--- config.mk ---
export PLATFORM = sky130hd
export DESIGN_NAME = flankengenerator_flat
export DESIGN_NICKNAME = d
export VERILOG_FILES = /design/src/rtl/flankengenerator_if.sv /design/src/rtl/flankengenerator.sv /design/src/flat_wrapper.sv
export SDC_FILE = /design/constraint.sdc
export NUM_CORES = 1
export LEC_CHECK = 0
export CAP_MARGIN = 20
export CORE_MARGIN = 1
export CORE_UTILIZATION = 58
export CTS_BUF_LIST = sky130_fd_sc_hd__clkbuf_2 sky130_fd_sc_hd__clkbuf_4 sky130_fd_sc_hd__clkbuf_8
export DETAILED_ROUTE_END_ITERATION = 8
export GPL_TIMING_DRIVEN = 0
export HOLD_SLACK_MARGIN = 0.02
export PLACE_DENSITY = 0.87
export SYNTH_ARGS = -nofsm -noshare
export SYNTH_HDL_FRONTEND = slang
export SYNTH_SLANG_ARGS = --single-unit
--- constraint.sdc ---
create_clock -name clk -period 2.8 [get_ports clk]
set_input_delay 0.56 -clock clk [delete_from_list [all_inputs] [get_ports clk]]
set_output_delay 0.56 -clock clk [all_outputs]
set_load 0.05 [all_outputs]
--- src/rtl/flankengenerator_if.sv ---
// Bus bundle for the pulse-burst generator: burst request and parameters in,
// pulse train and status out.
interface flankengenerator_if #(
  parameter int CNT_W = 8,
  parameter int LEN_W = 8
);
  logic             start;
  logic [CNT_W-1:0] n_pulses;
  logic [LEN_W-1:0] high_len;
  logic [LEN_W-1:0] low_len;
  logic             signal;
  logic             busy;
  logic             done;
  logic [CNT_W-1:0] counter;

  modport master (
    output start, n_pulses, high_len, low_len,
    input  signal, busy, done, counter
  );

  modport slave (
    input  start, n_pulses, high_len, low_len,
    output signal, busy, done, counter
  );
endinterface

--- src/rtl/flankengenerator.sv ---
// Programmable pulse-burst generator: N pulses of H high / L low cycles,
// with a registered count of emitted rising edges.
module flankengenerator #(
  parameter int CNT_W = 8,
  parameter int LEN_W = 8
) (
  input logic             clk,
  input logic             rst,
  flankengenerator_if.slave bus
);

  typedef enum logic [1:0] {IDLE, HIGH, LOW} state_t;

  state_t           state, state_nxt;
  logic [CNT_W-1:0] n_lat, n_lat_nxt;
  logic [CNT_W-1:0] counter, counter_nxt;
  logic [LEN_W-1:0] h_lat, h_lat_nxt;
  logic [LEN_W-1:0] l_lat, l_lat_nxt;
  logic [LEN_W-1:0] phase, phase_nxt;
  logic             signal_q, signal_nxt;
  logic             busy_q, busy_nxt;
  logic             done_q, done_nxt;
  logic [LEN_W-1:0] h_in, l_in;

  // Zero-length phases are promoted to one cycle so every pulse is visible.
  assign h_in = (bus.high_len == '0) ? LEN_W'(1) : bus.high_len;
  assign l_in = (bus.low_len == '0) ? LEN_W'(1) : bus.low_len;

  always_ff @(posedge clk or posedge rst) begin
    if (rst) begin
      state    <= IDLE;
      n_lat    <= '0;
      counter  <= '0;
      h_lat    <= '0;
      l_lat    <= '0;
      phase    <= '0;
      signal_q <= 1'b0;
      busy_q   <= 1'b0;
      done_q   <= 1'b0;
    end else begin
      state    <= state_nxt;
      n_lat    <= n_lat_nxt;
      counter  <= counter_nxt;
      h_lat    <= h_lat_nxt;
      l_lat    <= l_lat_nxt;
      phase    <= phase_nxt;
      signal_q <= signal_nxt;
      busy_q   <= busy_nxt;
      done_q   <= done_nxt;
    end
  end

  // phase holds the cycles remaining in the current phase minus one.
  always_comb begin
    state_nxt   = state;
    n_lat_nxt   = n_lat;
    counter_nxt = counter;
    h_lat_nxt   = h_lat;
    l_lat_nxt   = l_lat;
    phase_nxt   = phase;
    signal_nxt  = signal_q;
    busy_nxt    = busy_q;
    done_nxt    = 1'b0;

    case (state)
      IDLE: begin
        if (bus.start) begin
          if (bus.n_pulses != '0) begin
            n_lat_nxt   = bus.n_pulses;
            h_lat_nxt   = h_in;
            l_lat_nxt   = l_in;
            phase_nxt   = h_in - LEN_W'(1);
            state_nxt   = HIGH;
            signal_nxt  = 1'b1;
            busy_nxt    = 1'b1;
            counter_nxt = CNT_W'(1);
          end else begin
            done_nxt    = 1'b1;
            counter_nxt = '0;
          end
        end
      end
      HIGH: begin
        if (phase == '0) begin
          state_nxt  = LOW;
          signal_nxt = 1'b0;
          phase_nxt  = l_lat - LEN_W'(1);
        end else begin
          phase_nxt = phase - LEN_W'(1);
        end
      end
      LOW: begin
        if (phase == '0) begin
          if (counter < n_lat) begin
            state_nxt   = HIGH;
            signal_nxt  = 1'b1;
            counter_nxt = counter + CNT_W'(1);
            phase_nxt   = h_lat - LEN_W'(1);
          end else begin
            state_nxt = IDLE;
            busy_nxt  = 1'b0;
            done_nxt  = 1'b1;
          end
        end else begin
          phase_nxt = phase - LEN_W'(1);
        end
      end
      default: begin
        state_nxt  = IDLE;
        signal_nxt = 1'b0;
        busy_nxt   = 1'b0;
      end
    endcase
  end

  assign bus.signal  = signal_q;
  assign bus.busy    = busy_q;
  assign bus.done    = done_q;
  assign bus.counter = counter;

endmodule

--- src/flat_wrapper.sv ---
// flat-port wrapper written by rule: the top's interface ports become plain ports
module flankengenerator_flat 
#(
  parameter int CNT_W = 8,
  parameter int LEN_W = 8
)
  (clk, rst, bus_start, bus_n_pulses, bus_high_len, bus_low_len, bus_signal, bus_busy, bus_done, bus_counter);
  flankengenerator_if #(.CNT_W(CNT_W), .LEN_W(LEN_W)) bus_i ();
  input logic clk;
  input logic rst;
  input wire logic [$bits(bus_i.start)-1:0] bus_start;
  input wire logic [$bits(bus_i.n_pulses)-1:0] bus_n_pulses;
  input wire logic [$bits(bus_i.high_len)-1:0] bus_high_len;
  input wire logic [$bits(bus_i.low_len)-1:0] bus_low_len;
  output wire logic [$bits(bus_i.signal)-1:0] bus_signal;
  output wire logic [$bits(bus_i.busy)-1:0] bus_busy;
  output wire logic [$bits(bus_i.done)-1:0] bus_done;
  output wire logic [$bits(bus_i.counter)-1:0] bus_counter;
  assign bus_i.start = bus_start;
  assign bus_i.n_pulses = bus_n_pulses;
  assign bus_i.high_len = bus_high_len;
  assign bus_i.low_len = bus_low_len;
  assign bus_signal = bus_i.signal;
  assign bus_busy = bus_i.busy;
  assign bus_done = bus_i.done;
  assign bus_counter = bus_i.counter;
  flankengenerator #(.CNT_W(CNT_W), .LEN_W(LEN_W)) u_core (.clk(clk), .rst(rst), .bus(bus_i));
endmodule
==> results_dict.tcl <==
set metrics [dict create \
    status "complete, no violations" \
    sequentialPowerShare 0.358 \
    die_area_mm2 0.00546 \
    async_flop_share 1.00 \
    tns_ns 0 \
    setup_viol 0 \
    clk_pin_slew_ns 0.09 \
    synthCells 334 \
    path_class "primary input to flip-flop" \
    synth_edf_count 0 \
    grt_pass1_vias 2349 \
    n_antenna_cell 0 \
    track_usage 0.277 \
    cts_buffer_depth 2 \
    hold_viol_final 0 \
    nNetsFinal 423 \
    r2r-end "u_core.n_lat[0]" \
    synth-seq-cells 45 \
    die_w_um 73.9 \
    antenna_found_initial 0 \
    area_delta_synth_final_pct 19.7 \
    synth_flop_cell "dfrtp_1" \
    reg2reg_setup_slack_ns 0.29 \
    cts_hold_buf 0 \
    critPathCapture "u_core.n_lat[0]" \
    slew_violations 0 \
    cp_max_fo 10 \
    drtIter0Drc 200 \
    finalCritPeriodShare 0.912 \
    synth.distinct_cells 57 \
    synth_area_leaders "dfrtp_1, ha_1, o21ai_0" \
    num_io_pins 38 \
    tightest_slew_ns 0.760 \
    num_vias 2673 \
    yosysSeqAreaShare 0.376 \
    cp-start-kind "primary input" \
    ir_drop_mv 0.536 \
    synth_largest_area_cell "dfrtp_1" \
    crit_start "bus_start" \
    synth_top_area_frac 0.376 \
    p_leak_nw 1.54 \
    cts_inserted_buffers 5 \
    start_util 0.618 \
    core_area_mm2 0.00485 \
    period_needed_ns 2.55 \
    fin_area_mm2 0.00359 \
    post-cts-setup-buffers 0 \
    ant_nets 0 \
    place_hpwl_mm 5.24 \
    power_frac_comb 0.489 \
    holdWs_ns 0.506 \
    arrival_ns 2.75 \
    num_rows 25 \
    cts_tree "yes" \
    portBuffers 37 \
    clockRootBuffer "clkbuf_8" \
    overflow 0 \
    relSlewSlack 0.493 \
    syn-cell-area_mm2 0.00300 \
    postSynthAreaPerCell_um2 8.97 \
    p_int_w 0.00190 \
    cts.sinks 45 \
    swShare 0.428 \
    drt_wl_total_mm 6.70 \
    wl_per_cell_um 15.0 \
    yosys_warnings 0 \
    max_freq_ghz 0.392 \
    worstRegToRegCells 7 \
    rsz0062_at_grt "false" \
    grt_max_degree 26 \
    insertion_delay_ns 0.30 \
    fin_skew_ns 0.00590 \
    grt_pass1_wl_mm 11.4 \
    clkPwrFrac 0.153 \
    htreeDepth 2 \
    layout_commonest_cell "dfrtp_1" \
    r2r_start "u_core.state[1]" \
    routabilityCongestion 0.922 \
    drive_gt1_frac 0.108 \
    firstDrtPassIters 5 \
    cts_resized 0 \
    cp-end-kind "flip-flop" \
    min-delay-path-class "flip-flop to flip-flop" \
    required_ns 2.99 \
    power.switching_w 0.00142 \
    viasPerCell 5.98 \
    synth_nets 378 \
    dpl_cell_area_mm2 0.00347 \
    fin_util 0.740 \
    final_cell_mix "dfrtp_1, clkdlybuf4s50_1, nand2_1, o21ai_0, inv_1" \
    maxCapViolCount 0 \
    die_h_um 73.9 \
    drc_errors 0 \
    power_density_mw_per_mm2 926 \
]
## cells in the mapped netlist, types with 2 or more instances
library cell	number
and3_1	4
a21oi_1	17
o21ai_0	36
or4_1	2
o221ai_1	2
inv_1	21
buf_2	3
nand4_1	3
a31oi_1	4
nor2_1	16
nor3_1	13
xor2_1	12
nand2b_1	6
nor4_1	7
a21o_1	2
nand2_1	36
o22ai_1	2
nor2b_1	3
xnor2_1	6
o21ai_1	2
o21a_1	2
o31ai_1	2
a31o_2	2
o211ai_1	2
dfrtp_1	45
and2_1	3
mux2_2	16
or3_1	2
a22oi_1	2
o22a_1	2
ha_1	17
mux2i_1	7
clkbuf_1	8
nand3_1	4
## registers in the layout (all words and copies together), names as in the netlist
signal	flops
u_core.bus.counter	8
u_core.bus.done	1
u_core.state	2
u_core.h_lat	8
u_core.bus.busy	1
u_core.n_lat	8
u_core.bus.signal	1
u_core.phase	8
u_core.l_lat	8
## final cells by class
| class | count | area [um2] |
|---|---|---|
| Sequential cell | 45 | 1130 |
| Fill cell | 334 | 1260 |
| Multi-Input combinational cell | 255 | 1740 |
| Clock inverter | 3 | 46.3 |
| Tap cell | 67 | 83.8 |
| Timing Repair Buffer | 38 | 390 |
| Inverter | 22 | 82.6 |
| Clock buffer | 5 | 68.8 |
| Buffer | 12 | 52.6 |
## how the worst min path moves through the flow
| stage | from | endpoint | depth (start not counted) |
|---|---|---|---|
| after floorplan | u_core.n_lat[0] | u_core.n_lat[0] | 1 |
| after global placement | u_core.bus.signal | u_core.bus.signal | 1 |
| after CTS | u_core.bus.signal | u_core.bus.signal | 1 |
| after global routing | u_core.bus.signal | u_core.bus.signal | 1 |
| after detailed placement | u_core.bus.signal | u_core.bus.signal | 1 |
| final | u_core.bus.signal | u_core.bus.signal | 1 |
## routing by layer
metal	GRT usage	vias to the layer above	part of all wire
li1	-	1296	-
met2	0.440	84	0.48
met4	0.0812	0	0.014
met5	0	-	0
met3	0.0466	10	0.045
met1	0.386	1283	0.46
## worst max-delay path, cell delays in order
cell	delay (ns)
clkdlybuf4s50_1	0.61
nand2_1	0.12
a21oi_1	0.61
clkbuf_1	0.45
mux2_2	0.39
## logic make-up after synthesis
kind of cell,synth area share
adders and majority gates,0.0710
and+or+nand+nor,0.189
DFF,0.376
buffers and inverters,0.0451
xor gates and xnor gates,0.0526
muxes,0.0835
AOI/OAI and AO/OA,0.183
## power groups by stage
stage	logic, W	clock network [W]	registers, W
6_report	0.00162	0.000507	0.00119
5_1_grt	0.00180	0.000541	0.00123
4_1_cts	0.00161	0.000512	0.00118
3_5_place_dp	0.00160	0	0.00120
3_3_place_gp	0.00156	0	0.00118
2_1_floorplan	0.00115	0	0.00121
## per-stage QoR
stage / cells / power, W / worst slack, ns
6_report: 447 / 0.00332 / 0.247
5_1_grt: 447 / 0.00358 / 0.0353
4_1_cts: 447 / 0.00331 / 0.215
3_5_place_dp: 439 / 0.00280 / -0.0586
3_3_place_gp: 438 / 0.00274 / 0.00500
2_1_floorplan: 334 / 0.00235 / 0.380
(Power assumes the default switching activity.)
